File: config.mk
export PLATFORM = sky130hd
export DESIGN_NAME = mil1553_bus_arbiter
export DESIGN_NICKNAME = d
export VERILOG_FILES = /design/src/rtl/mil1553_bus_arbiter.sv
export SDC_FILE = /design/constraint.sdc
export NUM_CORES = 1
export LEC_CHECK = 0
export CAP_MARGIN = 20
export CORE_AREA = 2 2 74 76
export DETAILED_ROUTE_END_ITERATION = 10
export DIE_AREA = 0 0 76 78
export PLACE_DENSITY_LB_ADDON = 0.05
export SLEW_MARGIN = 20
export SYNTH_ARGS = -nofsm -noshare
export SYNTH_HDL_FRONTEND = slang
export SYNTH_SLANG_ARGS = --single-unit
File: constraint.sdc
create_clock -name aclk -period 2.1 [get_ports aclk]
set_clock_uncertainty 0.15 [all_clocks]
set_input_delay 0.21 -clock aclk [delete_from_list [all_inputs] [get_ports aclk]]
set_output_delay 0.21 -clock aclk [all_outputs]
set_load 0.1 [all_outputs]
File: src/rtl/mil1553_bus_arbiter.sv
// mil1553_bus_arbiter: round-robin share of one 1553 transceiver; 1-cycle grant and tx latency,
// idle holdoff after every release, timeout lockout. MIL1553_ARB_ECHO_BLANK_EN blanks rx self-echo.
module mil1553_bus_arbiter #(
  parameter int channels       = 2,
  parameter int holdoff_cycles = 8,
  parameter int timeout_cycles = 1400
) (
  input  logic                aclk,
  input  logic                arstn,
  input  logic [channels-1:0] req,
  output logic [channels-1:0] gnt,
  input  logic [channels-1:0] tx0_in,
  input  logic [channels-1:0] tx1_in,
  input  logic [channels-1:0] en_tx_in,
  output logic [channels-1:0] rx0_out,
  output logic [channels-1:0] rx1_out,
  input  logic [channels-1:0] fault_clr,
  output logic [channels-1:0] fault,
  output logic                busy,
  output logic                tx0_1553,
  output logic                tx1_1553,
  output logic                en_tx_1553,
  input  logic                rx0_1553,
  input  logic                rx1_1553
);
  localparam int MAXC = (holdoff_cycles > timeout_cycles) ? holdoff_cycles : timeout_cycles;
  localparam int CW   = $clog2(MAXC + 1);
  localparam int PW   = (channels > 1) ? $clog2(channels) : 1;
  localparam logic [CW-1:0] TO_LAST = CW'(timeout_cycles - 1);
  localparam logic [CW-1:0] HO_LAST = CW'(holdoff_cycles - 1);
  localparam logic [CW-1:0] CNT_ONE = CW'(1);

  typedef enum logic [1:0] {
    S_IDLE    = 2'd0,
    S_GRANT   = 2'd1,
    S_HOLDOFF = 2'd2
  } state_t;

  state_t              r_state;
  logic [channels-1:0] r_gnt;
  logic [PW-1:0]       r_ptr;
  logic [PW-1:0]       r_gidx;
  logic [CW-1:0]       r_cnt;
  logic [channels-1:0] r_fault;
  logic                r_busy;
  logic                r_tx0;
  logic                r_tx1;
  logic                r_en;
  logic                r_rx0;
  logic                r_rx1;

  state_t              w_state_nxt;
  logic [channels-1:0] w_gnt_nxt;
  logic [PW-1:0]       w_ptr_nxt;
  logic [PW-1:0]       w_gidx_nxt;
  logic [CW-1:0]       w_cnt_nxt;
  logic [channels-1:0] w_fault_set;
  logic                w_tx0_nxt;
  logic                w_tx1_nxt;
  logic                w_en_nxt;
  logic [channels-1:0] w_elig;
  logic                w_hit;
  logic [PW-1:0]       w_hit_idx;
  logic [PW-1:0]       w_scan_idx;
  int                  w_scan;
  logic                w_blank;
  state_t              w_release_state;

  // Round-robin scan of the eligible set, starting at the pointer and wrapping.
  always_comb begin
    w_elig     = req & ~r_fault;
    w_hit      = 1'b0;
    w_hit_idx  = '0;
    w_scan     = 0;
    w_scan_idx = '0;
    for (int i = 0; i < channels; i++) begin
      w_scan     = (int'(r_ptr) + i) % channels;
      w_scan_idx = PW'(w_scan);
      if (!w_hit && w_elig[w_scan_idx]) begin
        w_hit     = 1'b1;
        w_hit_idx = w_scan_idx;
      end
    end
  end

  assign w_release_state = (holdoff_cycles == 0) ? S_IDLE : S_HOLDOFF;

  always_comb begin
    w_state_nxt = r_state;
    w_gnt_nxt   = r_gnt;
    w_ptr_nxt   = r_ptr;
    w_gidx_nxt  = r_gidx;
    w_cnt_nxt   = r_cnt;
    w_fault_set = '0;
    w_tx0_nxt   = 1'b0;
    w_tx1_nxt   = 1'b0;
    w_en_nxt    = 1'b0;
    case (r_state)
      S_IDLE: begin
        if (w_hit) begin
          w_state_nxt            = S_GRANT;
          w_gnt_nxt              = '0;
          w_gnt_nxt[w_hit_idx]   = 1'b1;
          w_gidx_nxt             = w_hit_idx;
          w_ptr_nxt              = (channels > 1) ? PW'((int'(w_hit_idx) + 1) % channels) : '0;
          w_cnt_nxt              = '0;
        end
      end
      S_GRANT: begin
        // A request drop on the timeout cycle is a clean release, so it is tested first.
        if (!req[r_gidx]) begin
          w_state_nxt = w_release_state;
          w_gnt_nxt   = '0;
          w_cnt_nxt   = '0;
        end else if (r_cnt == TO_LAST) begin
          w_state_nxt         = w_release_state;
          w_gnt_nxt           = '0;
          w_cnt_nxt           = '0;
          w_fault_set[r_gidx] = 1'b1;
        end else begin
          w_tx0_nxt = tx0_in[r_gidx];
          w_tx1_nxt = tx1_in[r_gidx];
          w_en_nxt  = en_tx_in[r_gidx];
          w_cnt_nxt = r_cnt + CNT_ONE;
        end
      end
      S_HOLDOFF: begin
        if (r_cnt == HO_LAST) begin
          w_state_nxt = S_IDLE;
          w_cnt_nxt   = '0;
        end else begin
          w_cnt_nxt = r_cnt + CNT_ONE;
        end
      end
      default: begin
        w_state_nxt = S_IDLE;
        w_gnt_nxt   = '0;
        w_cnt_nxt   = '0;
      end
    endcase
  end

  always_ff @(posedge aclk or negedge arstn) begin
    if (!arstn) begin
      r_state <= S_IDLE;
      r_gnt   <= '0;
      r_ptr   <= '0;
      r_gidx  <= '0;
      r_cnt   <= '0;
      r_fault <= '0;
      r_busy  <= 1'b0;
      r_tx0   <= 1'b0;
      r_tx1   <= 1'b0;
      r_en    <= 1'b0;
      r_rx0   <= 1'b0;
      r_rx1   <= 1'b0;
    end else begin
      r_state <= w_state_nxt;
      r_gnt   <= w_gnt_nxt;
      r_ptr   <= w_ptr_nxt;
      r_gidx  <= w_gidx_nxt;
      r_cnt   <= w_cnt_nxt;
      // Set dominates a coincident clear.
      r_fault <= (r_fault & ~fault_clr) | w_fault_set;
      r_busy  <= (w_state_nxt != S_IDLE);
      r_tx0   <= w_tx0_nxt;
      r_tx1   <= w_tx1_nxt;
      r_en    <= w_en_nxt;
      r_rx0   <= rx0_1553;
      r_rx1   <= rx1_1553;
    end
  end

`ifdef MIL1553_ARB_ECHO_BLANK_EN
  assign w_blank = (r_state == S_HOLDOFF) || ((r_state == S_GRANT) && r_en);
`else
  assign w_blank = 1'b0;
`endif

  assign rx0_out    = {channels{r_rx0 & ~w_blank}};
  assign rx1_out    = {channels{r_rx1 & ~w_blank}};
  assign gnt        = r_gnt;
  assign fault      = r_fault;
  assign busy       = r_busy;
  assign tx0_1553   = r_tx0;
  assign tx1_1553   = r_tx1;
  assign en_tx_1553 = r_en;

endmodule
* Word-level counts from Yosys, hierarchy flattened *
Index checks and enable logic that the tools add are counted.

operators by class
  $add $sub $neg = 3
  $lt $le $gt $ge = 6
  equality and inequality tests = 6
  muxes and demuxes = 46
  bitwise logic cells = 6
  reduce and logical (&&, ||, !) cells = 8

operators with widths
  kind                                                                    number
  11-bit 2-to-1 mux                                                       4
  11-bit one-hot mux with 3 select lines                                  1
  1-bit 2-to-1 mux                                                        27
  2-bit 2-to-1 mux                                                        10
  2-bit one-hot mux with 3 select lines                                   2
  11-bit by 1-bit adder with 11-bit output, second input constant         1
  11-bit equality test, second input constant                             1
  11-bit by 3-bit equality test with 1-bit output, second input constant  1
  1-bit by 2-bit < comparator with 1-bit output, second input constant    4
  2-bit bitwise AND                                                       2
  2-bit NOT                                                               2
  1-bit logical AND                                                       3
  3-bit != test, second input constant                                    1
  3-bit AND reduction                                                     1
  1-bit adder, second input constant                                      2
  1-bit demux with 1-bit select                                           2
  2-bit by 1-bit equality test with 1-bit output, second input constant   1
  2-bit equality test, second input constant                              1
  1-bit greater-or-equal comparator, second input constant                2
  2-bit zero test                                                         1
  2-bit != test, second input constant                                    1
  2-bit bitwise OR                                                        1
  2-bit AND reduction                                                     1
  2-bit nonzero test                                                      1
  2 further kinds                                                         2

storage, ports and cells
  register bits after elaboration = 25
  output and inout port bits = 12
  word-level logic and storage cells = 87

* Logic depth before layout (Yosys ltp) *
Gate-level depths: netlist of the first run.

  depth in word-level cells = 14
  depth in mapped cells = 8

* Least setup slack after synthesis of the first run *
No wires, ideal clock.

  path type = reg-to-reg
  start = reg r_fault[1] (netlist: fault[1])
  end = reg r_cnt[9]
  arrival = 1.906 ns
  required time = 1.824 ns
  setup slack = -0.082 ns
  stages on the path, launching flop included = 7
  cell sequence = dfrtp_1 nand2b_1 and3_1 clkbuf_1 and4bb_2 xnor2_1 a21oi_1

on the way
  longest elaborated chain between the ends = 9
  elaborated cells between the ends (all ways) = 11
  those cells by class = 1 x eq/ne; 6 x mux; 2 x bitwise; 2 x reduce/logical

ends and longest elaborated chain
  what                                                  line  source
  from (decl)                                           44    logic [channels-1:0] r_fault;
  from (signal assigned)                                164   r_fault <= (r_fault & ~fault_clr) | w_fault_set;
  2-bit NOT *                                           71    w_elig = req & ~r_fault;
  2-bit bitwise AND *                                   71
  1-bit 2-to-1 mux (implied by the code) (2 in series)  79    if (!w_hit && w_elig[w_scan_idx]) begin
  1-bit 2-to-1 mux                                      79
  1-bit zero test                                       79
  1-bit logical AND                                     79
  1-bit 2-to-1 mux *                                    79
  2-bit != test (no line) *                             -
  to (signal assigned)                                  162   r_cnt <= w_cnt_nxt;
  to (decl)                                             43    logic [CW-1:0] r_cnt;

Every way passes the cells marked *; elsewhere a longest branch is shown, timed or not. The select of a mux whose other input is x is not followed.
A chain may end at the register's enable or synchronous reset.

* Worst setup path in the final report of the first run *
  start = reg r_cnt[1]
  end = reg r_cnt[7]

on the way
  longest elaborated chain between the ends = 4
  elaborated cells between the ends (all ways) = 7
  those cells by class = 1 x add/sub; 2 x eq/ne; 4 x mux

ends and longest elaborated chain
  what                                                                                     line           source
  11-bit by 1-bit adder with 11-bit output / 11-bit equality test (equally long branches)  124, 132, 115
  11-bit 2-to-1 mux                                                                        115            end else if (r_cnt == TO_LAST) begin
  11-bit 2-to-1 mux                                                                        111            if (!req[r_gidx]) begin
  11-bit one-hot mux with 3 select lines *                                                 98             case (r_state)

Every way passes the cells marked *; elsewhere a longest branch is shown, timed or not.

==> run_results.csv, run 1 <==
group,metric,value,unit
setup_path,reg2reg_slack,0.15,ns
detailed_routing,drt-wirelength-per-cell,12.7,um
cts,clk_pin_slew,0.09,ns
detailed_routing,ant_nets,0,
layout,final_util,35.2,%
timing,max-slew-margin-rel,77.6,%
cts,numCtsBuffers,3,
cts,cts_root_buf,"clkbuf_8",
timing,setup_viol,0,
timing,setup_tns,0,ns
detailed_routing,vias_per_cell,4.49,
floorplan,die_area,0.00593,mm2
detailed_routing,dr.first_iter.drc_count,68,
cts,hold_buffers,0,
grt,grt_usage,11.2,%
timing,finalHoldViolCount,0,
logic_synthesis,synth_cell_types,40,
timing,worst_slew_pin_slew,0.335,ns
place,gp_congestion,0.777,
detailed_routing,dr_wl_met3,125,um
detailed_routing,routed_wl,3090,um
setup_path,required,2.12,ns
logic_synthesis,syn_nets,154,
power_and_ir_drop,p_per_area,1080,mW/mm2
floorplan,die_y,78,um
timing,finalMaxSlewViolations,0,
layout,final_cell_mix,"buf_4 (28), dfrtp_1 (23), inv_1 (13), clkdlybuf4s50_1 (13), nor2_1 (12)",
logic_synthesis,synth-main-ff-cell,"dfrtp_1",
detailed_routing,drtPass1Iterations,4,
logic_synthesis,postSynthAreaPerCell,10.0,um2
timing,grt_setup_unrepaired,"no",
setup_path,crit_fanout,5,
layout,drive_gt1_share,25.0,%
setup_path,end_kind,"register",
detailed_routing,vias,1086,
floorplan,core,0.00504,mm2
grt,grt_pass1_wl,5330,um
floorplan,num_rows,26,
detailed_routing,routed.top_layer,"met4",
place,dpl.hpwl,2340,um
grt,grt_overflow_total,0,
power_and_ir_drop,ir_worst_vdd,0.600,mV
logic_synthesis,synth_edf_count,0,
layout,fill_cells,509,
logic_synthesis,syn_area,0.00135,mm2
logic_synthesis,async_reset_ff_share,100,%
logic_synthesis,ys_seq_area_share,46.2,%
cts,h-tree-depth,1,
timing,period_needed,1.95,ns
detailed_routing,drc,0,
floorplan,start_util,26.8,%
setup_path,critPathLaunchType,"register",
grt,antenna_found_initial,0,
grt,grt_max_degree,26,
cts,cts_buffer_depth,2,
timing,fmax,0.513,GHz
cts,clock_latency,0.27,ns
cts,cts_sinks,25,
timing,fin_crit_sh,92.8,%
layout,area_growth,31.2,%
grt,grt_pass1_vias,1122,
flow_run,cap_violations,0,
layout,mostFrequentLayoutCell,"buf_4",
logic_synthesis,ys_ff_latch,25,
setup_path,reg2reg_depth,6,
layout,n_antenna_cell,0,
layout,num-nets-final,192,
logic_synthesis,netlist_instances,135,
setup_path,crit_type,"reg -> reg",
setup_path,r2r_start,"r_cnt[1]",
worst_hold_path,hold_class,"in -> async",
place,port_buffers,25,
cts,cts_tree,"done",
detailed_routing,met1_length,1430,um
floorplan,fp.dieW,76,um
setup_path,r2r_end,"r_cnt[7]",
detailed_routing,route.met2.wl,1480,um
outcome,status,"complete, no violations",
setup_path,cp.arrival,1.97,ns
logic_synthesis,synth_warnings,0,
power_and_ir_drop,cellLeakagePower,0.826,nW
floorplan,num_io_pins,26,
==> cell usage after synthesis (2+ instances only) <==
| master | instances | share of area (%) |
|---|---|---|
| nor3_1 | 2 | 0.74 |
| nor2_1 | 12 | 3.3 |
| nand2b_1 | 2 | 0.92 |
| nand4_1 | 3 | 1.4 |
| a21oi_1 | 4 | 1.5 |
| dfrtp_1 | 25 | 46 |
| mux2i_1 | 4 | 3.0 |
| nor4_1 | 2 | 0.92 |
| nand3_1 | 3 | 1.1 |
| nor2b_1 | 2 | 0.92 |
| nand2_1 | 10 | 2.8 |
| inv_1 | 13 | 3.6 |
| a22o_1 | 5 | 3.2 |
| and3_1 | 4 | 1.8 |
| o21ai_0 | 7 | 2.6 |
| buf_6 | 2 | 1.7 |
| nand3b_1 | 2 | 1.1 |
| o311ai_1 | 2 | 1.3 |
| xnor2_1 | 2 | 1.3 |
| buf_4 | 4 | 2.2 |
| mux2_4 | 2 | 2.2 |
| ha_1 | 5 | 4.6 |
==> registers in the layout, summed over array words and instances (netlist names) <==
name / flops
tx1_1553: 1
r_rx0: 1
r_rx1: 1
busy: 1
fault: 2
tx0_1553: 1
gnt: 2
r_state: 2
r_gidx: 1
r_ptr: 1
r_cnt: 11
en_tx_1553: 1
==> power breakdown <==
group          switching (mW)  internal [mW]  leakage (nW)  total (mW)
Sequential             0.0453          0.569         0.328       0.615
Clock                   0.153          0.136        0.0228       0.289
Combinational           0.649          0.360         0.475        1.01
==> area by class of cell <==
type	count	area, um2	area share, %
Tap cell	70	87.6	4.93
Timing Repair Buffer	41	340	19.2
Inverter	13	48.8	2.75
Multi-Input combinational cell	89	627	35.3
Clock buffer	4	45.0	2.54
Sequential cell	25	628	35.4
==> cell families after synthesis <==
family	synth area share, %
AND/OR/NAND/NOR	19.9
AO/OA/AOI/OAI	14.7
flip-flops	46.2
buffers and inverters	8.13
multiplexers	5.18
adder cells (fa/ha/maj)	4.62
XOR/XNOR	1.29
==> worst max path at each step <==
stage	to	depth (start not counted)	slack (ns)	from
finish	r_cnt[7]	6	0.15	r_cnt[1]
global route	r_cnt[5]	8	0.01	r_state[0]
CTS	r_cnt[4]	6	0.14	r_cnt[9]
detailed placement	r_cnt[2]	7	0.04	req[0]
global placement	r_cnt[2]	7	0.06	req[0]
floorplan	r_cnt[9]	6	0.19	fault[1]
==> critical path, cell delays in order, from the launching register on <==
cell and delay (ns):
dfrtp_1 0.43, ha_1 0.26, a41o_2 0.27, a2bb2oi_2 0.14, buf_4 0.15, or2_1 0.23, o311ai_1 0.23
==> routing by layer <==
metal	vias up	GRT usage, %
met5	-	0
met4	0	5.45
met3	4	1.98
met2	30	18.5
met1	509	14.2
li1	543	-
==> per-stage QoR <==
stage / cells / hold WS, ns / cell area, um2 / worst slack (ns) / power [mW]
2_1_floorplan: 135 / -0.236 / 1360 / 0.193 / 1.38
5_1_grt: 242 / 0.183 / 1780 / 0.0149 / 2.05
6_report: 242 / 0.147 / 1780 / 0.152 / 1.91
3_5_place_dp: 237 / 0.333 / 1720 / 0.0396 / 1.64
4_1_cts: 241 / 0.156 / 1760 / 0.140 / 1.94
3_3_place_gp: 237 / 0.334 / 1720 / 0.0579 / 1.64
==> timing repair <==
action	in CTS	in global routing
endpoints found under the setup margin	0	4
gates resized for setup	0	1
hold endpoints to repair	0	0
buffers inserted	0	1
Power figures use the tool's default switching activity.
==> inputs of run 2 (changes only) <==
SKIP_LAST_GASP = 1   (was default)
SLEW_MARGIN = default   (was 20)
==> results of run 2 <==
Final layout, timing and power as in run 1 (identical DEF).
